--- src/rtl/reg_rename_file_pkg.sv ---
// Shared constants for the rename-tagged architectural register file.
// Tag value NO_RENAME_TAG marks a register whose file value is current.
// REG_NULL marks a null commit destination from the ROB.
package reg_rename_file_pkg;

  localparam int DATALEN  = 32;
  localparam int REGINDEX = 5;
  localparam int ROBINDEX = 5;
  localparam int NUM_REGS = 32;

  localparam logic [ROBINDEX-1:0] NO_RENAME_TAG = 5'd16;
  localparam logic [REGINDEX:0]   REG_NULL      = 6'b100000;

  // A commit lands only when the null bit is clear and it is not aimed at x0.
  function automatic logic commit_targets_reg(input logic [REGINDEX:0] rd);
    return ((rd & REG_NULL) == '0) && (rd != '0);
  endfunction

endpackage

--- src/rtl/reg_rename_file_rf_read_port.sv ---
// One operand read port: index mux plus commit bypass.
// Purely combinational, zero latency.
// No backpressure; x0 always reads as 0 / NO_RENAME.
module rf_read_port
  import reg_rename_file_pkg::*;
#(
  parameter int XLEN  = DATALEN,
  parameter int TAG_W = ROBINDEX,
  parameter logic [TAG_W-1:0] NO_RENAME = TAG_W'(NO_RENAME_TAG)
) (
  input  logic [REGINDEX-1:0] idx,
  input  logic [XLEN-1:0]     values [NUM_REGS],
  input  logic [TAG_W-1:0]    tags   [NUM_REGS],
  input  logic                commit_ok,
  input  logic [REGINDEX-1:0] commit_idx,
  input  logic [XLEN-1:0]     commit_value,
  input  logic [TAG_W-1:0]    commit_tag,
  output logic [XLEN-1:0]     value,
  output logic [TAG_W-1:0]    tag
);

  logic bypass;

  // A commit that retires the youngest writer of this register is forwarded
  // so the consumer does not wait one extra cycle for the file write.
  always_comb begin
    bypass = commit_ok && (commit_idx == idx) && (tags[idx] == commit_tag);
    value  = values[idx];
    tag    = tags[idx];
    if (idx == '0) begin
      value = '0;
      tag   = NO_RENAME;
    end else if (bypass) begin
      value = commit_value;
      tag   = NO_RENAME;
    end
  end

endmodule

--- src/rtl/reg_rename_file.sv ---
// Architectural register file with per-register ROB rename tags.
// Reads are combinational; commit/rename/flush land at the next clk edge.
// rdy low freezes all state; reads stay valid.
module reg_rename_file
  import reg_rename_file_pkg::*;
#(
  parameter int XLEN  = DATALEN,
  parameter int TAG_W = ROBINDEX,
  parameter logic [TAG_W-1:0] NO_RENAME = TAG_W'(NO_RENAME_TAG)
) (
  input  logic                clk,
  input  logic                rst,
  input  logic                rdy,
  input  logic                flush,
  input  logic [REGINDEX:0]   commit_rd,
  input  logic [XLEN-1:0]     commit_value,
  input  logic [TAG_W-1:0]    commit_tag,
  input  logic                rename_en,
  input  logic [REGINDEX-1:0] rename_rd,
  input  logic [TAG_W-1:0]    rename_tag,
  input  logic [REGINDEX-1:0] rs1_idx,
  input  logic [REGINDEX-1:0] rs2_idx,
  output logic [XLEN-1:0]     rs1_value,
  output logic [XLEN-1:0]     rs2_value,
  output logic [TAG_W-1:0]    rs1_tag,
  output logic [TAG_W-1:0]    rs2_tag
);

  logic [XLEN-1:0]  value_q [NUM_REGS];
  logic [TAG_W-1:0] tag_q   [NUM_REGS];
  logic             commit_ok;
  logic             rename_ok;

  // Qualify the update strobes once; x0 is never written.
  always_comb begin
    commit_ok = rdy && commit_targets_reg(commit_rd);
    rename_ok = rdy && rename_en && !flush && (rename_rd != '0);
  end

  // Per-register update. Tag priority: flush clears everything, then a new
  // rename, then a matching commit releasing the rename. A stale commit
  // (tag mismatch) writes the value but leaves the younger tag in place.
  always_ff @(posedge clk) begin
    if (rst) begin
      for (int i = 0; i < NUM_REGS; i++) begin
        value_q[i] <= '0;
        tag_q[i]   <= NO_RENAME;
      end
    end else if (rdy) begin
      for (int i = 1; i < NUM_REGS; i++) begin
        if (commit_ok && commit_rd[REGINDEX-1:0] == i[REGINDEX-1:0]) begin
          value_q[i] <= commit_value;
        end
        if (flush) begin
          tag_q[i] <= NO_RENAME;
        end else if (rename_ok && rename_rd == i[REGINDEX-1:0]) begin
          tag_q[i] <= rename_tag;
        end else if (commit_ok && commit_rd[REGINDEX-1:0] == i[REGINDEX-1:0]
                     && tag_q[i] == commit_tag) begin
          tag_q[i] <= NO_RENAME;
        end
      end
    end
  end

  rf_read_port #(
    .XLEN      (XLEN),
    .TAG_W     (TAG_W),
    .NO_RENAME (NO_RENAME)
  ) u_rs1 (
    .idx          (rs1_idx),
    .values       (value_q),
    .tags         (tag_q),
    .commit_ok    (commit_ok),
    .commit_idx   (commit_rd[REGINDEX-1:0]),
    .commit_value (commit_value),
    .commit_tag   (commit_tag),
    .value        (rs1_value),
    .tag          (rs1_tag)
  );

  rf_read_port #(
    .XLEN      (XLEN),
    .TAG_W     (TAG_W),
    .NO_RENAME (NO_RENAME)
  ) u_rs2 (
    .idx          (rs2_idx),
    .values       (value_q),
    .tags         (tag_q),
    .commit_ok    (commit_ok),
    .commit_idx   (commit_rd[REGINDEX-1:0]),
    .commit_value (commit_value),
    .commit_tag   (commit_tag),
    .value        (rs2_value),
    .tag          (rs2_tag)
  );

endmodule

--- config.mk ---
export PLATFORM = sky130hd
export DESIGN_NAME = reg_rename_file
export DESIGN_NICKNAME = d
export VERILOG_FILES = /design/src/rtl/reg_rename_file_pkg.sv /design/src/rtl/reg_rename_file_rf_read_port.sv /design/src/rtl/reg_rename_file.sv
export SDC_FILE = /design/constraint.sdc
export NUM_CORES = 2
export LEC_CHECK = 0
export CAP_MARGIN = 20
export CELL_PAD_IN_SITES_DETAIL_PLACEMENT = 1
export CELL_PAD_IN_SITES_GLOBAL_PLACEMENT = 1
export CORE_UTILIZATION = 45
export CTS_CLUSTER_DIAMETER = 30
export CTS_CLUSTER_SIZE = 25
export DETAILED_ROUTE_END_ITERATION = 10
export DONT_BUFFER_PORTS = 1
export GPL_TIMING_DRIVEN = 0
export MAX_ROUTING_LAYER = met4
export PLACE_DENSITY_LB_ADDON = 0.1
export SLEW_MARGIN = 20
export SYNTH_ARGS = -nofsm -noshare
export SYNTH_HDL_FRONTEND = slang
export SYNTH_SLANG_ARGS = --single-unit
--- constraint.sdc ---
create_clock -name clk -period 4.48 [get_ports clk]
set_input_delay 0.672 -clock clk [delete_from_list [all_inputs] [get_ports clk]]
set_output_delay 0.672 -clock clk [all_outputs]
set_load 0.02 [all_outputs]
Yosys cells after proc, flatten, opt, wreduce, memory -nomap -nowiden
Cells that the tools add are included.
{"block": "totals", "regBits": 1147, "in_bits": 68, "wordCells": 477}
{"block": "classes", "n_lt_le_gt_ge": 2, "eq_ne": 97, "n_mux": 113, "bitwise_logic": 2, "n_reduce_logical": 201}
{"operator": "$mux 5", "count": 101}
{"operator": "$bmux 32 s5", "count": 2}
{"operator": "$mux 32", "count": 8}
{"operator": "$eq 5x5->1", "count": 35}
{"operator": "$eq 5x5->1 const B", "count": 32}
{"operator": "$reduce_and 2->1", "count": 62}
{"operator": "$logic_and 1x1->1", "count": 102}
{"operator": "$reduce_bool 3->1", "count": 31}
{"operator": "$eq 5x4->1 const B", "count": 16}
{"operator": "$bmux 5 s5", "count": 2}
{"operator": "$eq 5x3->1 const B", "count": 8}
{"operator": "$eq 5x2->1 const B", "count": 4}
{"operator": "$ge 6x6->1 const B", "count": 2}
{"operator": "$not 5->6", "count": 2}
{"operator": "$eq 5x1->1 const B", "count": 2}
{"operator": "$logic_not 5->1", "count": 2}
{"operator": "$logic_not 6->1", "count": 1}
{"operator": "$reduce_bool 6->1", "count": 1}
{"operator": "$reduce_bool 5->1", "count": 1}
{"operator": "$logic_not 1->1", "count": 1}

Longest topological paths before layout
{"block": "depth", "ltp_word": 8, "depth_mapped": 13, "ltp_nobuf": 7}

Cells and area by module
From an unflattened synthesis, not the netlist that was laid out.
{"block": "unflattened", "hier_cells": 6863, "hier_area_um2": 63369.5}
{"module": "reg_rename_file", "instances": 1, "cells_per_inst": 5517, "area_per_inst_um2": 43518.0, "seq_area_each_um2": 22962.0}
{"module": "rf_read_port", "instances": 2, "cells_per_inst": 673, "area_per_inst_um2": 9925.8, "seq_area_each_um2": 0.0}

Worst setup path before layout
OpenSTA, ideal clock, no wires.
{"block": "synth_timing", "path_type": "input -> output", "start": "in rs1_idx[1]", "end": "out rs1_value[0]", "arrival_ps": 3674, "setup_slack_ps": 134, "path_stages": 9, "cell_sequence": "buf_4 buf_2 buf_2 buf_2 buf_1 mux4_2 mux4_2 mux2_2 mux2_1"}
{"block": "synth_between", "elab_chain_len": 8, "elab_cells_between_ends": 14, "cone_classes": "eq/ne (2); mux (8); bitwise (1); reduce/logical (3)"}
{"item": "from (decl)", "line": "reg_rename_file.sv:21", "text": "input logic [REGINDEX-1:0] rs1_idx,"}
{"item": "$not 5->6 (not written as such)", "line": "reg_rename_file_rf_read_port.sv:27, reg_rename_file_rf_read_port.sv:28"}
{"item": "$bmux 5 s5", "line": "reg_rename_file_rf_read_port.sv:27", "text": "bypass = commit_ok && (commit_idx == idx) && (tags[idx] == commit_tag);"}
{"item": "$mux 5 (not written as such) (2 in a row)", "line": "reg_rename_file_rf_read_port.sv:27"}
{"item": "$eq 5x5->1", "line": "reg_rename_file_rf_read_port.sv:27"}
{"item": "$logic_and 1x1->1", "line": "reg_rename_file_rf_read_port.sv:27"}
{"item": "$mux 32", "line": "reg_rename_file_rf_read_port.sv:33", "text": "end else if (bypass) begin"}
{"item": "$mux 32 *", "line": "reg_rename_file_rf_read_port.sv:30", "text": "if (idx == '0) begin"}
{"item": "to (decl)", "line": "reg_rename_file.sv:23", "text": "output logic [XLEN-1:0] rs1_value,"}
Every way passes the cells marked *; elsewhere a longest branch is shown, timed or not. The select of a mux whose other input is x is not followed.

Final worst setup path
{"block": "layout_timing", "start": "reg tag_q[52] (netlist bit)", "end": "out rs1_value[15]"}
{"block": "layout_between", "elab_chain_len": 7}
{"item": "from (decl)", "line": "reg_rename_file.sv:30", "text": "logic [TAG_W-1:0] tag_q [NUM_REGS];"}
{"item": "from (signal, indexed assignment)", "line": "reg_rename_file.sv:57", "text": "tag_q[i] <= rename_tag;"}
{"item": "$bmux 5 s5", "line": "reg_rename_file_rf_read_port.sv:27"}
{"item": "$mux 5 (not written as such) (2 in a row)", "line": "reg_rename_file_rf_read_port.sv:27"}
{"item": "$eq 5x5->1", "line": "reg_rename_file_rf_read_port.sv:27"}
{"item": "$logic_and 1x1->1", "line": "reg_rename_file_rf_read_port.sv:27"}
{"item": "$mux 32", "line": "reg_rename_file_rf_read_port.sv:33"}
{"item": "$mux 32", "line": "reg_rename_file_rf_read_port.sv:30"}
Every way passes these cells. The select of a mux whose other input is x is not followed.

==> results.sh <==
export IMPL_start_kind="flip-flop"
export IMPL_cts_buffers=324
export IMPL_crit_path_max_fanout=10
export IMPL_clock_sinks=1147
export IMPL_clock_power_share_pct=65.1
export IMPL_first_pass_iters=8
export IMPL_grt_usage_pct=50.0
export IMPL_worst_r2r_setup_slack_ps=2570
export IMPL_worst_path_buf_inv=2
export IMPL_io_pins=142
export IMPL_seqPwrFrac_pct=28.4
export IMPL_crit_arrival_ps=3960
export IMPL_fin_ws_ps=-151
export IMPL_drive_gt1_share_pct=22.3
export IMPL_grt_overflow_total=0
export IMPL_switching_share_pct=24.7
export IMPL_drt_iter0_drc=9308
export IMPL_viasPerCell=6.91
export IMPL_rsz0062_at_grt="true"
export IMPL_htree_levels=5
export IMPL_async_reset_ff_share_pct=0
export IMPL_cts_tree="built"
export IMPL_port_buffers=0
export IMPL_r2r_end="tag_q[122]"
export IMPL_synth_area_leaders="dfxtp_1 37%, mux4_2 24%, nand2_1 13%, a21oi_1 8.1%, clkbuf_1 3.4%"
export IMPL_cellPowerDensity_nw_per_um2=476
export IMPL_crit_type="reg2out"
export IMPL_period_minus_slack_ps=4630
export IMPL_stdcell_count=9117
export IMPL_synth_top_area_cell="dfxtp_1"
export IMPL_crit_end="rs1_value[15]"
export IMPL_status="finished with violations"
export IMPL_setup_viol=34
export IMPL_routabilityCongestion=1.02
export IMPL_tightest_slew_ps=1360
export IMPL_synthFlopType="dfxtp_1"
export IMPL_area_growth_pct=24.2
export IMPL_fin_setup_tns_ps=-3260
export IMPL_grt_pass1_vias=62700
export IMPL_clock_tree_root_cell="clkbuf_16"
export IMPL_drv_slew=0
export IMPL_layout_nets=7108
export IMPL_clk_latency_ps=900
export IMPL_path_cells="mux4_2 -> mux4_2 -> mux2i_4 -> xnor2_1 -> or4_4 -> buf_12 -> buf_12 -> mux2_4"
export IMPL_drt_wl_total_um=341000
export IMPL_place_inst=8476
export IMPL_violations="setup timing"
export IMPL_dp_hpwl_um=240000
export IMPL_critPathLaunch="tag_q[52]"
export IMPL_chipWidth_um=372
export IMPL_maxCapViolCount=0
export IMPL_die_y_um=372
export IMPL_drcViolationCount=0
export IMPL_clk_pin_slew_ps=50
export IMPL_end_kind="primary output"
export IMPL_initial_core_util_pct=45.4
export IMPL_core_area_um2=135000
export IMPL_switchingPower_mw=8.99
export IMPL_path_depth=8
export IMPL_netlist_area_um2=61400
export IMPL_worstReg2RegStart="tag_q[121]"
export IMPL_p_comb_share_pct=6.6
export IMPL_grt_start_max_net_pins=17
export IMPL_clock_path_buffers=4
export IMPL_yosysSeqAreaShare_pct=37.4
export IMPL_cp_top_family="multiplexers"
export IMPL_ys_seq_elements=1147
export IMPL_syn_num_nets=6751
export IMPL_finalHoldViolations=0
export IMPL_fin_crit_sh_pct=103
export IMPL_antenna_found_initial=34
export IMPL_power_internal_mw=27.3
export IMPL_core_rowCount=135
export IMPL_slew_headroom_pct=9.42
export IMPL_fill_cells=15000
export IMPL_synth_edf_count=0
export IMPL_ir_worst_vdd_uv=368
export IMPL_grt_pass1_wl_um=468000
export IMPL_syn_avg_cell_area_um2=9.19
export IMPL_slowest_delay_ps=580
export IMPL_reg2reg_depth=5
export IMPL_synth_top_area_share_pct=37.4
export IMPL_clock_skew_final_ps=22.7
export IMPL_syn_inst=6683
export IMPL_leakage_nw=25.8
export IMPL_max_freq_ghz=0.216
export IMPL_ys_warn_count=0
export IMPL_critPathRequiredTime_ps=3810
export IMPL_vias=63000
export IMPL_synth_cell_type_count=65
export IMPL_hold_class="in2reg"
export IMPL_wl_per_cell_um=37.4
export IMPL_cp_slowest_cell="or4_4"
export IMPL_ant_nets=0
export IMPL_dieArea_um2=138000
[tightest hold or removal path: stages]
cell     delay [ps]
nor2_1           90
nand2_1          90
a21o_1          100
[area by class of cell]
type | count | area, µm² | area share (%)
clock buffer | 432 | 9130 | 12.0
timing repair buffer | 31 | 410 | 0.538
inverter | 8 | 35.0 | 0.0459
tap | 1781 | 2230 | 2.92
multi-input combinational | 4831 | 35900 | 47.0
sequential | 1147 | 23000 | 30.1
antenna | 55 | 138 | 0.180
buffer | 697 | 3700 | 4.85
clock inverter | 135 | 1820 | 2.39
[power groups by stage]
stage / sequential, mW / combinational (mW) / clock [mW]
floorplan: 10.5 / 1.16 / 0
CTS: 10.3 / 2.25 / 23.4
finish: 10.3 / 2.39 / 23.6
detailed placement: 10.5 / 2.16 / 0
global placement: 10.5 / 2.12 / 0
global route: 10.3 / 2.36 / 24.0
[synthesized netlist by cell type, drive strengths merged (4+ instances only)]
cell type,instances
a21o,31
a21oi,997
a22o,35
a22oi,131
buf,138
clkbuf,559
dfxtp,1147
inv,7
mux2,166
mux2i,63
mux4,645
nand2,2068
nand2b,47
nand3,72
nand4,6
nor2,202
nor2b,16
nor3,16
nor3b,7
nor4,36
o211ai,4
o21ai,35
o31ai,31
or2,8
xnor2,96
xor2,74
[sequential cells by signal, indices dropped and copies added (netlist names)]
| name | flops |
|---|---|
| tag_q | 155 |
| value_q | 992 |
[routing by layer]
layer / wire [µm] / vias up / global-route usage (%)
met5: 0 / - / -
met4: 29500 / 0 / 38.0
met3: 46800 / 1535 / 17.3
met2: 145000 / 5100 / 70.2
met1: 120000 / 31900 / 58.7
li1: - / 24500 / -
[layout by cell type, fill, tap and decap left out, drive strengths merged, types with 55 or more instances in the layout]
master	instances
xor2	74
a22oi	131
nor2	202
a21oi	997
mux2	166
mux2i	63
mux4	645
diode	55
buf	170
nand3	72
dfxtp	1147
clkinv	61
xnor2	96
clkbuf	990
nand2	2068
[timing repair]
| item | 4_1_cts | 5_1_grt |
|---|---|---|
| hold buffers | 0 | 0 |
| resized for setup | 365 | 60 |
| setup buffers | 12 | 5 |
| cloned | 2 | 0 |
| pin swaps | 6 | 2 |
| endpoints found under the setup margin | 74 | 67 |
[worst min path at each step]
stage                        from           end  slack [ps]  cells after the start
CTS                 rename_tag[4]      tag_q[4]          80                      3
global placement      value_q[88]   value_q[88]         450                      2
finish              rename_tag[4]      tag_q[4]          90                      3
global route        rename_tag[4]      tag_q[4]         100                      3
detailed placement   value_q[174]  value_q[174]         460                      2
floorplan            value_q[160]  value_q[160]         440                      2
[through the flow]
step | hold slack [ps] | total power [mW] | cell area, µm² | util [%] | worst slack (ps)
after floorplan | 443 | 11.6 | 61400 | - | 134
after global placement | 448 | 12.6 | 63700 | 47.0 | -2050
after detailed placement | 459 | 12.6 | 64000 | 47.3 | -1830
after CTS | 76.0 | 36.0 | 76100 | 56.1 | -96.1
after global routing | 102 | 36.7 | 76300 | 56.3 | -138
final | 89.8 | 36.3 | 76300 | 56.4 | -151
[cells by family after synthesis]
group | count (synthesis) | synth area share (%)
mux | 874 | 27.9
flops | 1147 | 37.4
buf+inv | 705 | 4.57
simple gates | 2499 | 16.1
compound gates | 1288 | 11.6
xor+xnor | 170 | 2.42
Note: power is estimated with default switching activity, not from simulation.
